==> src/rtl/qspi_master_ctrl.sv <==
// qspi_master_ctrl: Quad-SPI initiator for the sensor-RAM link.
// Each accepted request runs one burst: command byte, 32-bit address,
// optional dummy cycles (reads only), then len data bytes, MSB nibble first.
//
// Ports
//   clk, Rst                  system clock, async active-high reset
//   start/wr/addr/len         burst request (sampled with start when idle)
//   tx_data, tx_req           write byte, latched in the cycle tx_req=1
//   rx_data, rx_valid         received byte and its one-cycle strobe
//   busy, done                burst in flight / one-cycle end-of-burst pulse
//   qspi_clk, qspi_cs         SCK (mode 0, idle low), chip select (active low)
//   qspi_io_o/oe/i            IO nibble split for external tri-state buffers
module qspi_master_ctrl #(
  parameter int unsigned CLK_DIV      = 4,
  parameter int unsigned DUMMY_CYCLES = 2,
  parameter int unsigned LEN_W        = 8,
  parameter logic [7:0]  CMD_WR       = 8'h32,
  parameter logic [7:0]  CMD_RD       = 8'h6B
) (
  input  logic             clk,
  input  logic             Rst,
  input  logic             start,
  input  logic             wr,
  input  logic [31:0]      addr,
  input  logic [LEN_W-1:0] len,
  input  logic [7:0]       tx_data,
  output logic             tx_req,
  output logic [7:0]       rx_data,
  output logic             rx_valid,
  output logic             busy,
  output logic             done,
  output logic             qspi_clk,
  output logic             qspi_cs,
  output logic [3:0]       qspi_io_o,
  output logic [3:0]       qspi_io_oe,
  input  logic [3:0]       qspi_io_i
);

  // cyc holds "SCK cycles left in this state minus one"; it must fit both
  // the 2*len-1 data count and the fixed command/address/dummy counts.
  localparam int unsigned CW        = (LEN_W + 1 > 8) ? LEN_W + 1 : 8;
  localparam logic [7:0]  DIV_RLD   = 8'(CLK_DIV - 1);
  localparam logic [CW-1:0] DUMMY_RLD = CW'((DUMMY_CYCLES > 0) ? DUMMY_CYCLES - 1 : 0);

  typedef enum logic [3:0] {
    IDLE, CS_SETUP, CMD, ADDR, DUMMY, WDATA, RDATA, CS_HOLD, CS_GAP
  } state_t;

  state_t            state, state_n;
  logic [7:0]        div_cnt;
  logic [CW-1:0]     cyc;
  logic [CW-1:0]     data_cyc;
  logic [35:0]       sh;        // command low nibble + address, still to send
  logic              wr_q;
  logic [LEN_W-1:0]  len_q;
  logic [3:0]        tx_lo;
  logic [3:0]        rx_hi;
  logic              tick, sck_act, rise, fall, last, accept;

  always_comb begin
    tick     = (div_cnt == 8'd0);
    sck_act  = (state == CMD) || (state == ADDR) || (state == DUMMY) ||
               (state == WDATA) || (state == RDATA);
    rise     = tick && sck_act && !qspi_clk;
    fall     = tick && sck_act && qspi_clk;
    last     = (cyc == '0);
    accept   = (state == IDLE) && start && !busy && (len != '0);
    data_cyc = CW'({len_q, 1'b0}) - CW'(1);
    state_n  = state;
    tx_req   = 1'b0;
    case (state)
      IDLE:     if (accept) state_n = CS_SETUP;
      CS_SETUP: if (tick) state_n = CMD;
      CMD:      if (fall && last) state_n = ADDR;
      ADDR:
        if (fall && last) begin
          if (wr_q) begin
            state_n = WDATA;
            tx_req  = 1'b1;
          end else if (DUMMY_CYCLES > 0) begin
            state_n = DUMMY;
          end else begin
            state_n = RDATA;
          end
        end
      DUMMY:    if (fall && last) state_n = RDATA;
      WDATA:
        if (fall) begin
          if (last) state_n = CS_HOLD;
          // cyc even (and not last) means the next SCK cycle carries a high nibble
          else if (!cyc[0]) tx_req = 1'b1;
        end
      RDATA:    if (fall && last) state_n = CS_HOLD;
      CS_HOLD:  if (tick) state_n = CS_GAP;
      CS_GAP:   if (tick) state_n = IDLE;
      default:  state_n = IDLE;
    endcase
  end

  always_ff @(posedge clk or posedge Rst) begin
    if (Rst) state <= IDLE;
    else     state <= state_n;
  end

  always_ff @(posedge clk or posedge Rst) begin
    if (Rst) begin
      div_cnt    <= DIV_RLD;
      cyc        <= '0;
      sh         <= '0;
      wr_q       <= 1'b0;
      len_q      <= '0;
      tx_lo      <= 4'h0;
      rx_hi      <= 4'h0;
      rx_data    <= 8'h00;
      rx_valid   <= 1'b0;
      busy       <= 1'b0;
      done       <= 1'b0;
      qspi_clk   <= 1'b0;
      qspi_cs    <= 1'b1;
      qspi_io_o  <= 4'h0;
      qspi_io_oe <= 4'h0;
    end else begin
      rx_valid <= 1'b0;
      done     <= 1'b0;
      if (state == IDLE || tick) div_cnt <= DIV_RLD;
      else                       div_cnt <= div_cnt - 8'd1;
      if (sck_act && tick) qspi_clk <= ~qspi_clk;

      case (state)
        IDLE: begin
          // busy drops one cycle after done so a start in the done cycle is ignored
          busy <= 1'b0;
          if (accept) begin
            busy       <= 1'b1;
            wr_q       <= wr;
            len_q      <= len;
            qspi_cs    <= 1'b0;
            qspi_io_oe <= 4'hF;
            qspi_io_o  <= wr ? CMD_WR[7:4] : CMD_RD[7:4];
            sh         <= {(wr ? CMD_WR[3:0] : CMD_RD[3:0]), addr};
            cyc        <= CW'(1);
          end
        end
        CS_SETUP: if (tick) qspi_clk <= 1'b1;
        CMD:
          if (fall) begin
            qspi_io_o <= sh[35:32];
            sh        <= {sh[31:0], 4'h0};
            cyc       <= last ? CW'(7) : cyc - CW'(1);
          end
        ADDR:
          if (fall) begin
            if (!last) begin
              qspi_io_o <= sh[35:32];
              sh        <= {sh[31:0], 4'h0};
              cyc       <= cyc - CW'(1);
            end else if (wr_q) begin
              qspi_io_o <= tx_data[7:4];
              tx_lo     <= tx_data[3:0];
              cyc       <= data_cyc;
            end else begin
              qspi_io_oe <= 4'h0;
              cyc        <= (DUMMY_CYCLES > 0) ? DUMMY_RLD : data_cyc;
            end
          end
        DUMMY: if (fall) cyc <= last ? data_cyc : cyc - CW'(1);
        WDATA:
          if (fall && !last) begin
            cyc <= cyc - CW'(1);
            if (!cyc[0]) begin
              qspi_io_o <= tx_data[7:4];
              tx_lo     <= tx_data[3:0];
            end else begin
              qspi_io_o <= tx_lo;
            end
          end
        RDATA: begin
          if (rise) begin
            if (cyc[0]) rx_hi <= qspi_io_i;
            else begin
              rx_data  <= {rx_hi, qspi_io_i};
              rx_valid <= 1'b1;
            end
          end
          if (fall && !last) cyc <= cyc - CW'(1);
        end
        CS_HOLD:
          if (tick) begin
            qspi_cs    <= 1'b1;
            qspi_io_oe <= 4'h0;
          end
        CS_GAP: if (tick) done <= 1'b1;
        default: ;
      endcase
    end
  end

endmodule

==> config.mk <==
export PLATFORM = sky130hd
export DESIGN_NAME = qspi_master_ctrl
export DESIGN_NICKNAME = d
export VERILOG_FILES = /design/src/rtl/qspi_master_ctrl.sv
export SDC_FILE = /design/constraint.sdc
export NUM_CORES = 1
export LEC_CHECK = 0
export BUFFER_PORTS_ARGS = -buffer_cell sky130_fd_sc_hd__buf_2
export CAP_MARGIN = 20
export CORE_ASPECT_RATIO = 0.9
export CORE_MARGIN = 1.5
export CORE_UTILIZATION = 61
export CTS_CLUSTER_DIAMETER = 80
export CTS_CLUSTER_SIZE = 8
export DETAILED_ROUTE_END_ITERATION = 8
export HOLD_SLACK_MARGIN = 0.05
export PLACE_DENSITY = 0.84
export SETUP_SLACK_MARGIN = 0.5
export SYNTH_ARGS = -nofsm -noshare
export SYNTH_HDL_FRONTEND = slang
export SYNTH_SLANG_ARGS = --single-unit
==> constraint.sdc <==
create_clock -name clk -period 5.4 [get_ports clk]
set_clock_uncertainty 0.2 [all_clocks]
set_input_delay 0.27 -clock clk [delete_from_list [all_inputs] [get_ports clk]]
set_output_delay 0.27 -clock clk [all_outputs]
set_load 0.03 [all_outputs]
==> flow_summary.rst, run 1 <==
.. list-table::
   :header-rows: 1

   * - Metric
     - Value
   * - Outcome
     - finished, final reports clean
   * - Cell area after technology mapping
     - 4836 sq um
   * - Diodes inserted
     - 0
   * - Detail-routed via count per cell
     - 5.979
   * - 1st-iter DRT viols
     - 416
   * - Leak pwr
     - 2.803 nW
   * - Cell type with the highest aggregate area in the netlist
     - dfrtp_1
   * - Combinational family with the most area after synthesis
     - simple AND/OR/NAND/NOR gates
   * - XOR/XNOR share of the synthesized area
     - 0.02898
   * - Multiplexer area fraction after synthesis
     - 0.08978
   * - Area after DPL
     - 5259 sq um
   * - Die Span X
     - 96.86 um
   * - Total number of placement rows
     - 30
   * - Number of buffers on the longest clock path
     - 2
   * - Maximum capacitance violations
     - 0
   * - Root buf cell
     - clkbuf_8
   * - Global placer's final weighted congestion
     - 0.8707
   * - Clock tree from TritonCTS
     - yes
   * - Category of the worst setup path capture point
     - primary output
   * - Dominant cell by count in the synthesized netlist
     - nand2_1
   * - Number of max-slew violations in the final report
     - 0
   * - Setup violations, final
     - 0
   * - Relative slew slack
     - 0.4080
   * - Die Area
     - 8472 sq um
   * - Peak supply drop
     - 288.5 uV
   * - WL/cell
     - 16.38 um
   * - Critical Path Source Type
     - flip-flop
   * - DR pass1 iterations
     - 5
   * - Total setup buffers inserted after CTS
     - 0
   * - Final net count
     - 680
   * - Synth Net Count
     - 566
   * - Share of final-layout standard cells stronger than drive strength 1
     - 0.2090
   * - Number of register bits inferred by synthesis
     - 92
   * - Vias in the first global route
     - 4031
   * - Number of filler instances in the final layout
     - 470
   * - EDFF count, synth
     - 0
   * - Number of endpoints with negative hold slack in the final report
     - 0
   * - CTS resizes
     - 0
   * - Final Cell Area
     - 6008 sq um
   * - Total Wirelength
     - 11760 um
   * - Reg2Reg Setup Slack
     - 1.73 ns
   * - First-pass GRT wire length
     - 19550 um
   * - Critical path's slowest cell
     - or4b_2
   * - Arrival time at the worst endpoint
     - 3.30 ns
   * - Number of sinks handled by clock tree synthesis
     - 92
   * - Unrepaired setup endpoints after global routing
     - false
   * - Number of standard cells after synthesis
     - 503
   * - Largest net degree at the start of global routing
     - 73
   * - List of cells traversed by the critical path
     - or4_4 > or4b_2 > nor2_1 > ha_1 > nand2_1 > o32ai_4 > buf_2
   * - Top fanout value on the critical path
     - 6
   * - Placed wire-length estimate
     - 7406 um
   * - Core region area
     - 7620 sq um
   * - P per Cell Area
     - 541.4 nW/um^2
   * - FF+latch area
     - 2306 sq um
   * - Overall power
     - 3.253 mW
   * - Total routing resource utilization after global routing
     - 0.2887
   * - Final critical delay including setup and external delays
     - 3.774 ns
   * - Kind of cell adding the most delay to the critical path
     - simple AND/OR/NAND/NOR gates
   * - Library cells used by synthesis
     - 71
   * - Number of H-tree levels
     - 3
   * - Fraction of the mapped netlist area in compound gates
     - 0.1565
   * - Required time worst endpoint
     - 4.93 ns
   * - Crit path buf inv count
     - 1
   * - Ranking of synthesized cells by area
     - dfrtp_1, nand2_1, mux2i_1
   * - Number of design rule violations left after detail routing
     - 0
   * - Multi-input gate area in the final layout
     - 2338 sq um
   * - Synth-to-layout area growth
     - 24.24%
   * - Largest incremental delay on the critical path
     - 0.66 ns
   * - Overall overflow remaining after global route
     - 0
   * - Final Cycle Share
     - 0.6990
   * - Via total after detailed routing
     - 4293
   * - Slew @ Worst Pin
     - 0.8879 ns
   * - Type of the most critical hold path
     - input pin to flip-flop
   * - Antenna violations before repair
     - 0
   * - Share of Yosys cell area claimed by the top area cell type
     - 0.4605
   * - Cell Count, Final, Fillers Out
     - 718
   * - Clock latency on the worst-skew pair
     - 0.36 ns
   * - Initial core utilization
     - 0.6346
   * - Seq/Total Area, Yosys
     - 0.4768
   * - Simple-gate area share of the yosys netlist
     - 0.1886
   * - Adder-cell area share of the yosys netlist
     - 0.01811
   * - Die height
     - 87.47 um
   * - Clock buffers created by TritonCTS
     - 9
   * - Highest Clock Rate
     - 264.9 MHz
   * - Clock transition time at the flip-flop clock pins of the worst setup and hold paths
     - 0.10 ns
   * - Total negative slack
     - 0 ns
   * - Post-synthesis average cell area
     - 9.614 sq um
   * - Setup Crit Path Kind
     - flip-flop to primary output
   * - Total instance count after detailed placement
     - 650
   * - Number of buffers inserted by hold repair at cts
     - 52
   * - Commonest cells post-synth
     - nand2_1, dfrtp_1, o21ai_0
   * - Synth warn
     - 0
   * - Final core area utilization
     - 0.7885
   * - Boundary pin count
     - 78
   * - Predominant post-synthesis flop cell
     - dfrtp_1
   * - Count of buffers inserted at the top-level ports
     - 77
   * - Fraction of registers with async set/reset
     - 1.000
   * - Post-DRT Antenna Nets
     - 0
[metal layers]
metal / share of wire / vias up / GRT usage
li1: - / 2000 / -
met1: 0.44 / 2064 / 0.3887
met2: 0.48 / 193 / 0.4743
met5: 0 / - / 0
met4: 0.026 / 0 / 0.1054
met3: 0.057 / 36 / 0.05377
[worst paths after layout]
| path | cells after the start | startpoint | end |
|---|---|---|---|
| min | 3 | start | qspi_io_oe[2] |
| min reg2reg | 2 | rx_data[0] | rx_data[0] |
| max in group asynchronous | 5 | Rst | len_q[2] |
| max reg2reg | 10 | div_cnt[5] | sh[7] |
| min in group asynchronous | 4 | Rst | rx_data[0] |
| max | 7 | div_cnt[5] | tx_req |
[cell type report]
| class | count | area share |
|---|---|---|
| flip-flops and latches | 92 | 0.3838 |
| repair buffers | 133 | 0.1612 |
| multi-input cells | 369 | 0.3892 |
| clock inverters | 7 | 0.01749 |
| inverters | 12 | 0.007705 |
| clock buffers | 9 | 0.02062 |
| well taps | 96 | 0.01999 |
[state kept, by name, summed over array words and instances, names as in the netlist, 4 cells and up]
name	cells
rx_data	8
div_cnt	8
rx_hi	4
len_q	8
sh	36
qspi_io_o	4
cyc	9
state	4
tx_lo	4
[stage by stage]
step           hold slack (ns)  worst slack (ns)
2_1_floorplan           0.1754             2.183
3_3_place_gp            0.2394             1.928
3_5_place_dp            0.2049             1.828
4_1_cts                0.07450             1.642
5_1_grt                0.09237             1.467
6_report               0.09476             1.626
[tightest hold or removal path, stage by stage]
cell and delay [ns]:
buf_2 0.13, o2111ai_4 0.17, nand2_1 0.06
[logic make-up after synthesis]
group	count (synthesis)
muxes	41
xor gates and xnor gates	16
DFF	92
and+or+nand+nor	188
buffers and inverters	42
AOI/OAI and AO/OA	117
adders and majority gates	7
[placed cells by master (no fill, tap or decap), drive strengths merged, types with 6 or more instances in the layout]
cell / instances
inv: 14
a21oi: 21
xnor2: 11
dlygate4sd3: 52
dfrtp: 89
nand3: 9
nor3: 7
clkbuf: 9
buf: 81
o21ai: 54
ha: 7
nor2: 29
or4: 6
mux2i: 28
nand2: 102
mux2: 13
[power breakdown]
part | switching (mW) | internal, mW
sequential | 0.292 | 0.957
combinational | 0.849 | 0.624
clock | 0.262 | 0.270
(Power assumes the default switching activity.)
==> run 2: changes to the inputs <==
- CORE_UTILIZATION: 61 -> 57
- PLACE_DENSITY: 0.84 -> 0.79
- clock period: 5.4 -> 3.7 ns (I/O delays scaled with it)
==> run 2 against run 1 <==
  * First-iteration DRC count down 24%
  * Global-route usage shrank 1.4 points
  * Via count shrank 0.56%
  * Non-clock buffer count grew 19
  * Largest power group unchanged
==> flow_summary.rst, run 2 (synthesis results as in run 1) <==
.. list-table::
   :header-rows: 1

   * - Metric
     - Value
   * - WL/cell
     - 16.37 um (about the same)
   * - Clock latency on the worst-skew pair
     - 0.37 ns (about the same)
   * - Category of the worst setup path capture point
     - primary output
   * - Final critical delay including setup and external delays
     - 3.136 ns
   * - Final net count
     - 699 (+2.8%)
   * - FF+latch area
     - 2306 sq um (unchanged)
   * - Setup violations, final
     - 0 (unchanged)
   * - Top fanout value on the critical path
     - 6 (unchanged)
   * - Post-placement worst setup slack
     - 0.2043 ns (-1.623 ns)
   * - Number of design rule violations left after detail routing
     - 0 (unchanged)
   * - Final Cell Area
     - 6148 sq um (+2.3%)
   * - Top Registers
     - sh x36, cyc x9
   * - Outcome
     - finished, final reports clean
   * - Largest net degree at the start of global routing
     - 73 (unchanged)
   * - DR pass1 iterations
     - 4 (-1)
   * - Total routing resource utilization after global routing
     - 0.2750 (-0.01367)
   * - Required time worst endpoint
     - 3.31 ns (-1.62 ns)
   * - Placed wire-length estimate
     - 7419 um (+0.17%)
   * - Type of the most critical hold path
     - flip-flop to flip-flop
   * - Number of buffers on the longest clock path
     - 2 (unchanged)
   * - Unrepaired setup endpoints after global routing
     - true
   * - Max FFs per register
     - 36 (unchanged)
   * - Most frequent cells in the layout
     - nand2_1, dfrtp_1, buf_2
   * - Number of max-slew violations in the final report
     - 0 (unchanged)
   * - Die Area
     - 9046 sq um (+6.8%)
   * - Cell Count, Final, Fillers Out
     - 740 (+3.1%)
   * - Vias in the first global route
     - 4185 (+3.8%)
   * - Total instance count after detailed placement
     - 660 (+1.5%)
   * - Total Wirelength
     - 12120 um (+3.0%)
   * - Register with the highest flop count
     - sh
   * - Slew @ Worst Pin
     - 0.8690 ns (-0.01899 ns)
   * - Initial core utilization
     - 0.5937 (-0.04094)
   * - Critical Path Source Type
     - flip-flop
   * - Detail-routed via count per cell
     - 5.769 (-3.5%)
   * - Diodes inserted
     - 0 (unchanged)
   * - Final core area utilization
     - 0.7548 (-0.03367)
   * - Leak pwr
     - 2.846 nW (+1.5%)
   * - Area after DPL
     - 5288 sq um (+0.55%)
   * - Commonest non-fill, non-tap cell in the layout
     - nand2_1
   * - Reg2Reg Setup Slack
     - 0.57 ns (-1.16 ns)
   * - Highest Clock Rate
     - 318.8 MHz
   * - Final Cycle Share
     - 0.8477
   * - Overall power
     - 4.733 mW (+45%)
   * - Via total after detailed routing
     - 4269 (-0.56%)
   * - Number of H-tree levels
     - 3 (unchanged)
   * - Setup Crit Path Kind
     - flip-flop to primary output
   * - Share of final-layout standard cells stronger than drive strength 1
     - 0.2340 (+0.02501)
   * - Relative slew slack
     - 0.4200 (+0.01199)
   * - Core region area
     - 8145 sq um (+6.9%)
   * - 1st-iter DRT viols
     - 318 (-24%)
   * - Clock tree from TritonCTS
     - yes
   * - First-pass GRT wire length
     - 19780 um (+1.2%)
   * - Root buf cell
     - clkbuf_8
   * - Total negative slack
     - 0 ns (unchanged)
   * - Hold_ws
     - 0.2706 ns (+0.1758 ns)
   * - Post-DRT Antenna Nets
     - 0 (unchanged)
   * - Number of sinks handled by clock tree synthesis
     - 92 (unchanged)
   * - Synth-to-layout area growth
     - 27.14%
   * - Clock transition time at the flip-flop clock pins of the worst setup and hold paths
     - 0.09 ns (about the same)
   * - Peak supply drop
     - 388.7 uV (+35%)
   * - Clock buffers created by TritonCTS
     - 9 (unchanged)
   * - Multi-input gate area in the final layout
     - 2406 sq um (+2.9%)
   * - Number of endpoints with negative hold slack in the final report
     - 0 (unchanged)
   * - Global placer's final weighted congestion
     - 0.9096 (+4.5%)
   * - Number of filler instances in the final layout
     - 560 (+19%)
   * - Antenna violations before repair
     - 0 (unchanged)
   * - Arrival time at the worst endpoint
     - 2.75 ns (-0.55 ns)
   * - Die Span X
     - 100.1 um (+3.3%)
   * - Maximum capacitance violations
     - 0 (unchanged)
   * - Count of buffers inserted at the top-level ports
     - 77 (unchanged)
   * - Final Worst Setup Slack
     - 0.5635 ns (-1.062 ns)
   * - Overall overflow remaining after global route
     - 0 (unchanged)
   * - Boundary pin count
     - 78 (unchanged)
   * - Total number of placement rows
     - 31 (+3.3%)
   * - P per Cell Area
     - 769.7 nW/um^2 (+42%)
   * - Die height
     - 90.38 um (+3.3%)
[run 2: cell types whose count changed in the layout (fill, tap and decap cells not counted), sizes merged]
cell,delta
dlygate4sd3,+4
buf,+15
inv,-3
clkinvlp,+3
clkbuf,+2
bufinv,-2
[run 2: worst max-delay path: stages (launching register included)]
cell and delay (ns):
dfrtp_1 0.39, or4_4 0.56, or4b_4 0.52, nor2_4 0.19, ha_4 0.20, nand2_2 0.09, o32ai_4 0.26, buf_6 0.18
[run 2: what timing repair did]
action / in CTS / in global routing
hold buffers: 56 / 0
resized for setup: 7 / 11
pin swaps: 3 / 5
buffers inserted: 4 / 4
endpoints found under the setup margin: 54 / 47
hold endpoints to repair: 104 / 0
[run 2: worst paths after layout]
path                            start      endpoint  cells past startpoint
max in group asynchronous         Rst  qspi_io_o[1]                      4
min reg2reg                  rx_hi[1]    rx_data[5]                      2
max reg2reg                div_cnt[5]        cyc[4]                      9
max                        div_cnt[5]        tx_req                      7
min                          rx_hi[1]    rx_data[5]                      2
min in group asynchronous         Rst        sh[18]                      3
[run 2: per-layer routing]
| metal | share of wire | wire (um) | vias up | GRT usage |
|---|---|---|---|---|
| met5 | 0 | 0 | - | 0 |
| met4 | 0.027 | 328 | 0 | 0.1045 |
| met3 | 0.054 | 652 | 33 | 0.06192 |
| met2 | 0.50 | 6063 | 160 | 0.4552 |
| met1 | 0.42 | 5072 | 2043 | 0.3512 |
| li1 | - | - | 2033 | - |
[run 2: cell type report]
cell class,count,area share
clock buffer,11,0.02137
inverter,12,0.007530
timing repair buffer,152,0.1787
sequential,92,0.3751
clock inverter,5,0.005902
tap,99,0.02015
multi-input combinational,369,0.3913
[run 2: power by group]
| part | switching, mW | internal [mW] | leakage (nW) | total (mW) |
|---|---|---|---|---|
| clock network | 0.366 | 0.246 | 0.0760 | 0.612 |
| logic | 1.37 | 1.01 | 1.65 | 2.38 |
| registers | 0.346 | 1.40 | 1.12 | 1.75 |
